File: config.mk
export PLATFORM = sky130hd
export DESIGN_NAME = gerador_veiculo
export DESIGN_NICKNAME = d
export VERILOG_FILES = /design/src/rtl/gerador_veiculo.sv
export SDC_FILE = /design/constraint.sdc
export NUM_CORES = 1
export LEC_CHECK = 0
export CAP_MARGIN = 10
export CORE_ASPECT_RATIO = 1.25
export CORE_MARGIN = 2
export CORE_UTILIZATION = 40
export CTS_BUF_LIST = sky130_fd_sc_hd__clkbuf_8 sky130_fd_sc_hd__clkbuf_16
export DETAILED_ROUTE_END_ITERATION = 7
export SYNTH_ARGS = -nofsm -noshare
export SYNTH_HDL_FRONTEND = slang
export SYNTH_SLANG_ARGS = --single-unit
File: constraint.sdc
create_clock -name clk -period 5 [get_ports clk]
set_input_delay 1 -clock clk [delete_from_list [all_inputs] [get_ports clk]]
set_output_delay 1 -clock clk [all_outputs]
set_load 0.005 [all_outputs]
File: src/rtl/gerador_veiculo.sv
// -----------------------------------------------------------------------------
// gerador_veiculo
//
// Weigh-in-motion front end. While a vehicle is on the station it counts
// axle-sensor rising edges and accumulates the per-axle weight samples. When
// the vehicle leaves, it presents the saturated 4-bit weight (p3..p0) and the
// 2-bit axle code (e1..e0) to the downstream classifier with a valid/ready
// handshake.
//
// Ports:
//   clk          system clock, rising edge
//   rst          asynchronous, active-high reset
//   presenca     vehicle-presence sensor (high while a vehicle is present)
//   sensor_eixo  axle sensor, one rising edge per axle
//   peso_eixo    [3:0] weight of the current axle, taken on the axle edge
//   pronto       consumer ready
//   p3..p0       weight word, MSB first (min(sum, 15))
//   e1..e0       axle code (min(count, 5) - 2; 00 when fewer than 2 axles)
//   valido       output word valid
//   erro         measurement invalid (timeout or fewer than 2 axles)
//   overrun      sticky: a vehicle arrived while a word was pending
//
// Parameters:
//   TIMEOUT      MEASURE cycles before the measurement is aborted with erro
//   DEB_CYCLES   cycles the axle level must be stable (DEBOUNCE_EN only)
//
// Build option:
//   DEBOUNCE_EN  when defined, sensor_eixo is synchronised (2 flops) and
//                debounced before edge detection; peso_eixo must then be held
//                for 2+DEB_CYCLES cycles after each axle edge. When undefined,
//                sensor_eixo is assumed synchronous to clk.
// -----------------------------------------------------------------------------
module gerador_veiculo #(
  parameter int TIMEOUT    = 1000,
  parameter int DEB_CYCLES = 4
) (
  input  logic       clk,
  input  logic       rst,
  input  logic       presenca,
  input  logic       sensor_eixo,
  input  logic [3:0] peso_eixo,
  input  logic       pronto,
  output logic       p3,
  output logic       p2,
  output logic       p1,
  output logic       p0,
  output logic       e1,
  output logic       e0,
  output logic       valido,
  output logic       erro,
  output logic       overrun
);

  localparam int TW = (TIMEOUT > 2) ? $clog2(TIMEOUT) : 1;
  localparam logic [TW-1:0] TIMER_LAST = TW'(TIMEOUT - 1);

  if (TIMEOUT < 2 || DEB_CYCLES < 1) begin : g_bad_params
    $error("gerador_veiculo: TIMEOUT must be >= 2 and DEB_CYCLES >= 1");
  end

  typedef enum logic [1:0] {
    IDLE    = 2'd0,
    MEASURE = 2'd1,
    HOLD    = 2'd2
  } state_t;

  // ---------------------------------------------------------------------------
  // Axle level seen by the edge detector
  // ---------------------------------------------------------------------------
  logic eixo_lvl;

`ifdef DEBOUNCE_EN
  localparam int DW = $clog2(DEB_CYCLES + 1);

  logic          sync1_q, sync2_q, deb_q, deb_d;
  logic [DW-1:0] deb_cnt_q, deb_cnt_d;

  // The counter runs only while the synchronised level differs from the
  // accepted one; any return to the accepted level restarts the window.
  always_comb begin
    deb_d     = deb_q;
    deb_cnt_d = '0;
    if (sync2_q != deb_q) begin
      if (deb_cnt_q == DW'(DEB_CYCLES - 1)) begin
        deb_d = sync2_q;
      end else begin
        deb_cnt_d = deb_cnt_q + DW'(1);
      end
    end
  end

  always_ff @(posedge clk or posedge rst) begin
    if (rst) begin
      sync1_q   <= 1'b0;
      sync2_q   <= 1'b0;
      deb_q     <= 1'b0;
      deb_cnt_q <= '0;
    end else begin
      sync1_q   <= sensor_eixo;
      sync2_q   <= sync1_q;
      deb_q     <= deb_d;
      deb_cnt_q <= deb_cnt_d;
    end
  end

  assign eixo_lvl = deb_q;
`else
  assign eixo_lvl = sensor_eixo;
`endif

  // ---------------------------------------------------------------------------
  // Measurement / hold state
  // ---------------------------------------------------------------------------
  state_t        state_q, state_d;
  logic          pres_prev_q, eixo_prev_q;
  logic [4:0]    sum_q, sum_d;
  logic [2:0]    cnt_q, cnt_d;
  logic [TW-1:0] timer_q, timer_d;
  logic [3:0]    p_q, p_d;
  logic [1:0]    e_q, e_d;
  logic          valido_q, valido_d;
  logic          erro_q, erro_d;
  logic          overrun_q, overrun_d;

  logic       pres_rise, axle_rise;
  logic [5:0] sum_add;
  logic [4:0] sum_next;
  logic [2:0] cnt_next;

  assign pres_rise = presenca & ~pres_prev_q;
  assign axle_rise = eixo_lvl & ~eixo_prev_q;

  // Totals including an axle edge in the current cycle, so an axle that
  // coincides with the vehicle leaving is still part of the final word.
  // The 5-bit sum saturates at 31 so a wrap can never fake a light vehicle.
  assign sum_add  = {1'b0, sum_q} + {2'b00, peso_eixo};
  assign sum_next = !axle_rise ? sum_q :
                    (sum_add[5] ? 5'd31 : sum_add[4:0]);
  assign cnt_next = (axle_rise && cnt_q != 3'd7) ? cnt_q + 3'd1 : cnt_q;

  // NOTE: every always_comb output gets a default first; a path that leaves a
  // signal unassigned would otherwise infer a latch.
  always_comb begin
    state_d   = state_q;
    sum_d     = sum_q;
    cnt_d     = cnt_q;
    timer_d   = timer_q;
    p_d       = p_q;
    e_d       = e_q;
    valido_d  = valido_q;
    erro_d    = erro_q;
    overrun_d = overrun_q;

    unique case (state_q)
      IDLE: begin
        if (pres_rise) begin
          sum_d   = '0;
          cnt_d   = '0;
          timer_d = '0;
          state_d = MEASURE;
        end
      end

      MEASURE: begin
        sum_d   = sum_next;
        cnt_d   = cnt_next;
        timer_d = timer_q + TW'(1);
        if (!presenca) begin
          state_d  = HOLD;
          valido_d = 1'b1;
          p_d      = (sum_next > 5'd15) ? 4'hF : sum_next[3:0];
          if (cnt_next < 3'd2) begin
            erro_d = 1'b1;
            e_d    = 2'b00;
          end else begin
            erro_d = 1'b0;
            e_d    = (cnt_next >= 3'd5) ? 2'b11 : 2'(cnt_next - 3'd2);
          end
        end else if (timer_q == TIMER_LAST) begin
          state_d  = HOLD;
          valido_d = 1'b1;
          erro_d   = 1'b1;
          p_d      = 4'h0;
          e_d      = 2'b00;
        end
      end

      HOLD: begin
        // A new vehicle cannot be measured while the word is pending; it is
        // dropped and flagged. Going to IDLE with presenca already high means
        // no fresh rising edge, so the dropped vehicle is never measured.
        if (pres_rise) overrun_d = 1'b1;
        if (pronto) begin
          valido_d = 1'b0;
          erro_d   = 1'b0;
          state_d  = IDLE;
        end
      end

      default: state_d = IDLE;
    endcase
  end

  // NOTE: sequential state is written with non-blocking assignments so every
  // flop samples the pre-edge value of the others.
  always_ff @(posedge clk or posedge rst) begin
    if (rst) begin
      state_q     <= IDLE;
      pres_prev_q <= 1'b0;
      eixo_prev_q <= 1'b0;
      sum_q       <= '0;
      cnt_q       <= '0;
      timer_q     <= '0;
      p_q         <= '0;
      e_q         <= '0;
      valido_q    <= 1'b0;
      erro_q      <= 1'b0;
      overrun_q   <= 1'b0;
    end else begin
      state_q     <= state_d;
      pres_prev_q <= presenca;
      eixo_prev_q <= eixo_lvl;
      sum_q       <= sum_d;
      cnt_q       <= cnt_d;
      timer_q     <= timer_d;
      p_q         <= p_d;
      e_q         <= e_d;
      valido_q    <= valido_d;
      erro_q      <= erro_d;
      overrun_q   <= overrun_d;
    end
  end

  assign {p3, p2, p1, p0} = p_q;
  assign {e1, e0}         = e_q;
  assign valido           = valido_q;
  assign erro             = erro_q;
  assign overrun          = overrun_q;

endmodule
After elaboration in Yosys (flattened, before gate mapping)
Index checks and enable logic that the tools add are counted.
{"block": "word_totals", "input_bits": 9, "out_inout_bits": 9, "register_bits": 31, "wordCells": 67}
{"block": "classes", "magnitude_cmp": 3, "n_mux": 28, "addsub": 4, "bitwise": 4, "eq_ne": 8, "n_reduce_logical": 9}
{"cell": "$pmux 10 s2", "n": 1}
{"cell": "$mux 2", "n": 8}
{"cell": "$mux 5", "n": 3}
{"cell": "$mux 4", "n": 3}
{"cell": "$add 10x1->10 const B", "n": 1}
{"cell": "$eq 10x10->1 const B", "n": 1}
{"cell": "$mux 10", "n": 1}
{"cell": "$pmux 5 s2", "n": 1}
{"cell": "$add 5x4->6", "n": 1}
{"cell": "$mux 3", "n": 2}
{"cell": "$ne 3x3->1 const B", "n": 2}
{"cell": "$pmux 2 s3", "n": 1}
{"cell": "$pmux 3 s2", "n": 1}
{"cell": "$reduce_and 2->1", "n": 3}
{"cell": "$reduce_and 3->1", "n": 2}
{"cell": "$gt 5x4->1 const B", "n": 1}
{"cell": "$mux 1", "n": 5}
{"cell": "$ne 2x2->1 const B", "n": 2}
{"cell": "$pmux 1 s2", "n": 2}
{"cell": "$reduce_bool 2->1", "n": 2}
{"cell": "$add 3x1->3 const B", "n": 1}
{"cell": "$ge 3x3->1 const B", "n": 1}
{"cell": "$lt 3x2->1 const B", "n": 1}
{"cell": "$and 1x1->1", "n": 2}
{"cell": "other kinds (7)", "n": 8}

Logic depth before layout (Yosys ltp)
{"block": "depth", "depth_word": 8, "depth_mapped": 7, "depth_no_buf": 7}

Worst setup path before layout
OpenSTA, ideal clock, no wires.
{"block": "synth_path", "path_type": "input to register", "from": "input port peso_eixo[0]", "to": "register p_q[0]", "path_slack_ps": 2728, "path_buffers": 0, "required_time_ps": 4866, "arrival_ps": 2138, "cell_stages": 7, "setup_time_ps": 134, "path_cell_list": "ha_1 > inv_1 > fa_1 > nor2b_1 > o2111ai_1 > o22ai_2 > o211ai_1"}
{"block": "synth_between", "elab_chain_len": 6}
{"item": "from (decl)", "line_no": "41", "text": "input logic [3:0] peso_eixo,"}
{"item": "$add 5x4->6 *", "line_no": "136", "text": "assign sum_add = {1'b0, sum_q} + {2'b00, peso_eixo};"}
{"item": "$mux 5 *", "line_no": "138", "text": "(sum_add[5] ? 5'd31 : sum_add[4:0]);"}
{"item": "$mux 5 *", "line_no": "137", "text": "assign sum_next = !axle_rise ? sum_q :"}
{"item": "$gt 5x4->1", "line_no": "171", "text": "p_d = (sum_next > 5'd15) ? 4'hF : sum_next[3:0];"}
{"item": "$mux 4 *", "line_no": "171"}
{"item": "$mux 4 *", "line_no": "168", "text": "if (!presenca) begin"}
{"item": "to (signal assigned)", "line_no": "226", "text": "p_q <= p_d;"}
{"item": "to (decl)", "line_no": "119", "text": "logic [3:0] p_q, p_d;"}
Every way passes the cells marked *; elsewhere a longest branch is shown, timed or not.
A chain may end at the register's enable or synchronous reset.

Worst setup path after layout
{"block": "layout_path", "from": "input port presenca", "to": "register cnt_q[1]"}
{"block": "layout_between", "elab_chain_len": 3}
{"item": "from (decl)", "line_no": "39", "text": "input logic presenca,"}
{"item": "$and 1x1->1", "line_no": "130", "text": "assign pres_rise = presenca & ~pres_prev_q;"}
{"item": "$ne 2x2->1 (no source line)"}
{"item": "$reduce_and 2->1 (no source line)"}
{"item": "to (signal assigned)", "line_no": "224", "text": "cnt_q <= cnt_d;"}
{"item": "to (decl)", "line_no": "117", "text": "logic [2:0] cnt_q, cnt_d;"}
Every way passes these cells.

==> impl_metrics.env <==
export IMPL_dr_wl_met2_um=1760
export IMPL_number_of_failing_setup_endpoints_in_the_final_timing_report=0
export IMPL_clock_skew_ns=0.00270
export IMPL_cts_inserted_buffers=5
export IMPL_avgRoutedWirePerCell_um=14.9
export IMPL_synth_yosys_seq_area_share_pct=44.7
export IMPL_worst_setup_path_type="primary input to register"
export IMPL_clock_latency_ns=0.28
export IMPL_syn_instance_count=176
export IMPL_initial_antenna_violation_count=0
export IMPL_irDropWorstVdd_uv=187
export IMPL_cts_repair_resize_count=0
export IMPL_chipHeight_um=77.6
export IMPL_critPathMaxStageDelay_ns=0.77
export IMPL_postLayoutSetupSlackWorst_ns=2.33
export IMPL_clk_root_buffer_cell="clkbuf_8"
export IMPL_met1Wirelength_um=1760
export IMPL_max_freq_mhz=375
export IMPL_synth_warning_count=0
export IMPL_critical_path_slowest_cell="o21bai_1"
export IMPL_grt_start_max_net_pins=32
export IMPL_fp_row_count=26
export IMPL_max_cap_viol_count=0
export IMPL_hold_violations=0
export IMPL_hpwl_um=2640
export IMPL_swShare_pct=36.5
export IMPL_cts_htree_levels=2
export IMPL_global_route_usage_total_pct=16.9
export IMPL_antenna_violating_nets_post_route=0
export IMPL_synth_area_leader_cell="dfrtp_1"
export IMPL_maxSlewHeadroom_pct=34.2
export IMPL_combPwrFrac_pct=37.9
export IMPL_p_total_mw=0.956
export IMPL_dieWidth_um=62.9
export IMPL_syn_nets=193
export IMPL_preCtsSetupSlack_ns=2.06
export IMPL_vias_per_cell=5.61
export IMPL_finish_net_count=212
export IMPL_drt_initial_drc_count=76
export IMPL_power_density_nw_per_um2=469
export IMPL_post_cts_setup_buffer_count=0
export IMPL_static_leakage_power_nw=0.876
export IMPL_starting_utilization_of_the_core_area_pct=42.0
export IMPL_power_sequential_fraction_pct=39.8
export IMPL_final_min_period_over_clock_period_pct=53.4
export IMPL_critPathMostFrequentCell="o21bai_1"
export IMPL_global_route_overflow_total=0
export IMPL_power_switching_mw=0.349
export IMPL_synth_register_bits=31
export IMPL_routed_vias=1413
export IMPL_grt_first_pass_wirelength_um=6510
export IMPL_power_share_clock_pct=22.3
export IMPL_die_area_um2=4880
export IMPL_rsz0062_at_grt="false"
export IMPL_first_global_vias=1389
export IMPL_critical_path_cell_chain="clkdlybuf4s50_1 -> nor2b_1 -> o21bai_1 -> o21bai_1 -> a32o_1"
export IMPL_critPathRequiredTime_ns=5.22
export IMPL_worst_setup_path_end_kind="register"
export IMPL_clk_path_buf_depth=2
export IMPL_dr_pass1_iters=4
export IMPL_mostFrequentLayoutCells="31 x dfrtp_1, 21 x nand2_1, 18 x o21ai_0"
export IMPL_worst_ep_arrival_time_ns=2.89
export IMPL_clkSlewWorstSetupHoldPaths_ns=0.06
export IMPL_average_cell_area_after_synthesis_um2=9.85
export IMPL_cp_max_fo=12
export IMPL_io_pin_count=18
export IMPL_cts_hold_buf=0
export IMPL_synth_cell_types=50
export IMPL_largest_cells_by_area_after_synthesis="dfrtp_1 45%, o21ai_0 5.2%, ha_1 5.1%"
export IMPL_critical_path_top_delay_family="compound AO/OA/AOI/OAI gates"
export IMPL_intPower_mw=0.607
export IMPL_hold_class="register to register"
export IMPL_totalNegativeSetupSlack_ns=0
export IMPL_run_status="completed"
export IMPL_worstSetupStartpointType="primary input"
export IMPL_highest_signal_layer="met4"
export IMPL_drc_errors=0
export IMPL_drv_slew=0
export IMPL_totalWireLength_um=3760
export IMPL_finalWeightedCongestion=0.889
export IMPL_standard_cell_core_area_um2=4130
export IMPL_route_met3_wl_um=150
export IMPL_area_growth_synth_to_final_pct=17.5
export IMPL_cts_num_sinks=31
export IMPL_antenna_diode_count=0
export IMPL_tritoncts="done"
export IMPL_area_of_the_mapped_netlist_um2=1730
export IMPL_drive_above_1_share_pct=7.65
export IMPL_layout_cells_most_common="dfrtp_1"
export IMPL_netlist_area_leader_share_pct=44.7
export IMPL_layout_min_cycle_time_ns=2.67
export IMPL_critical_path_n_buffers_inverters=1
export IMPL_placement_io_buffers=17
export IMPL_worst_pin_slew_ns=0.985
## cell type report
type	instances	area, µm²
fillers	400	2090
multi-input cells	131	883
flip-flops and latches	31	776
repair buffers	18	178
clock buffers	7	96.3
well taps	56	70.1
inverters	8	30.0
clock inverters	1	3.75
## registers in the layout, summed over array words and instances, names as in the netlist
register,cells
timer_q,10
sum_q,5
p_q,4
cnt_q,3
e_q,2
state_q,2
eixo_prev_q,1
erro,1
overrun,1
pres_prev_q,1
valido,1
## per-stage QoR
step	instances	utilization (%)	hold WS, ns	area, µm²
3_5_place_dp	244	46.9	0.446	1940
3_3_place_gp	244	46.9	0.454	1940
4_1_cts	252	49.3	0.458	2040
6_report	252	49.3	0.451	2040
5_1_grt	252	49.3	0.487	2040
2_1_floorplan	176	-	0.448	1730
## final timing paths
path                       startpoint        to  slack (ns)  cells past startpoint
max                          presenca  cnt_q[1]        2.33                      5
min                           overrun   overrun        0.45                      1
max reg2reg                  sum_q[0]    p_q[3]        3.16                      7
min reg2reg                   overrun   overrun        0.45                      1
max in group asynchronous         rst  sum_q[3]        3.62                      3
min in group asynchronous         rst    valido        1.10                      3
## synth_stat cells (all sizes together)
library cell  instances
o211ai                9
nand3b                2
o22ai                 2
mux2i                 3
nand4                 4
and2b                 2
and2                  2
a22o                  1
o31a                  1
o2111ai               2
o41ai                 1
nand3                 6
ha                    7
o2bb2ai               1
inv                   8
nand2                21
nor3                  2
nor4                  1
a31oi                 1
and3                  3
a32oi                 2
a221o                 1
o31ai                 1
o21bai                2
a32o                  3
o21ai                18
or2                   1
a21oi                 4
nand2b                6
a21o                  4
buf                   3
nor2b                 4
or3                   1
fa                    1
nor2                  8
dfrtp                31
a2111o                1
clkbuf                3
nor4b                 1
o311a                 1
nand4bb               1
## logic make-up after synthesis
kind of cell             count (synthesis)  synth area share [%]
AND/OR/NAND/NOR                         65                  20.7
buffers and inverters                   14                  4.33
adder cells (fa/ha/maj)                  8                  6.20
AO/OA/AOI/OAI                           55                  22.3
flip-flops                              31                  44.7
multiplexers                             3                  1.73
## worst reg2reg max path: stages (launching register included)
cell       delay, ns
dfrtp_1         0.37
ha_1            0.19
inv_1           0.06
fa_1            0.38
nor2b_1         0.21
o2111ai_1       0.14
o22ai_2         0.23
o211ai_1        0.14
## metal layers
layer | vias to the layer above | GRT usage, %
li1 | 693 | -
met1 | 676 | 21.2
met2 | 34 | 26.3
met3 | 10 | 4.49
met4 | 0 | 9.33
met5 | - | 0
## power by group through the flow
stage               Clock [mW]  Combinational, mW  Sequential [mW]
floorplan                    0              0.259            0.367
global placement             0              0.353            0.382
detailed placement           0              0.361            0.385
CTS                      0.220              0.363            0.380
global route             0.233              0.404            0.393
finish                   0.213              0.363            0.381
Note: power is estimated with default switching activity, not from simulation.
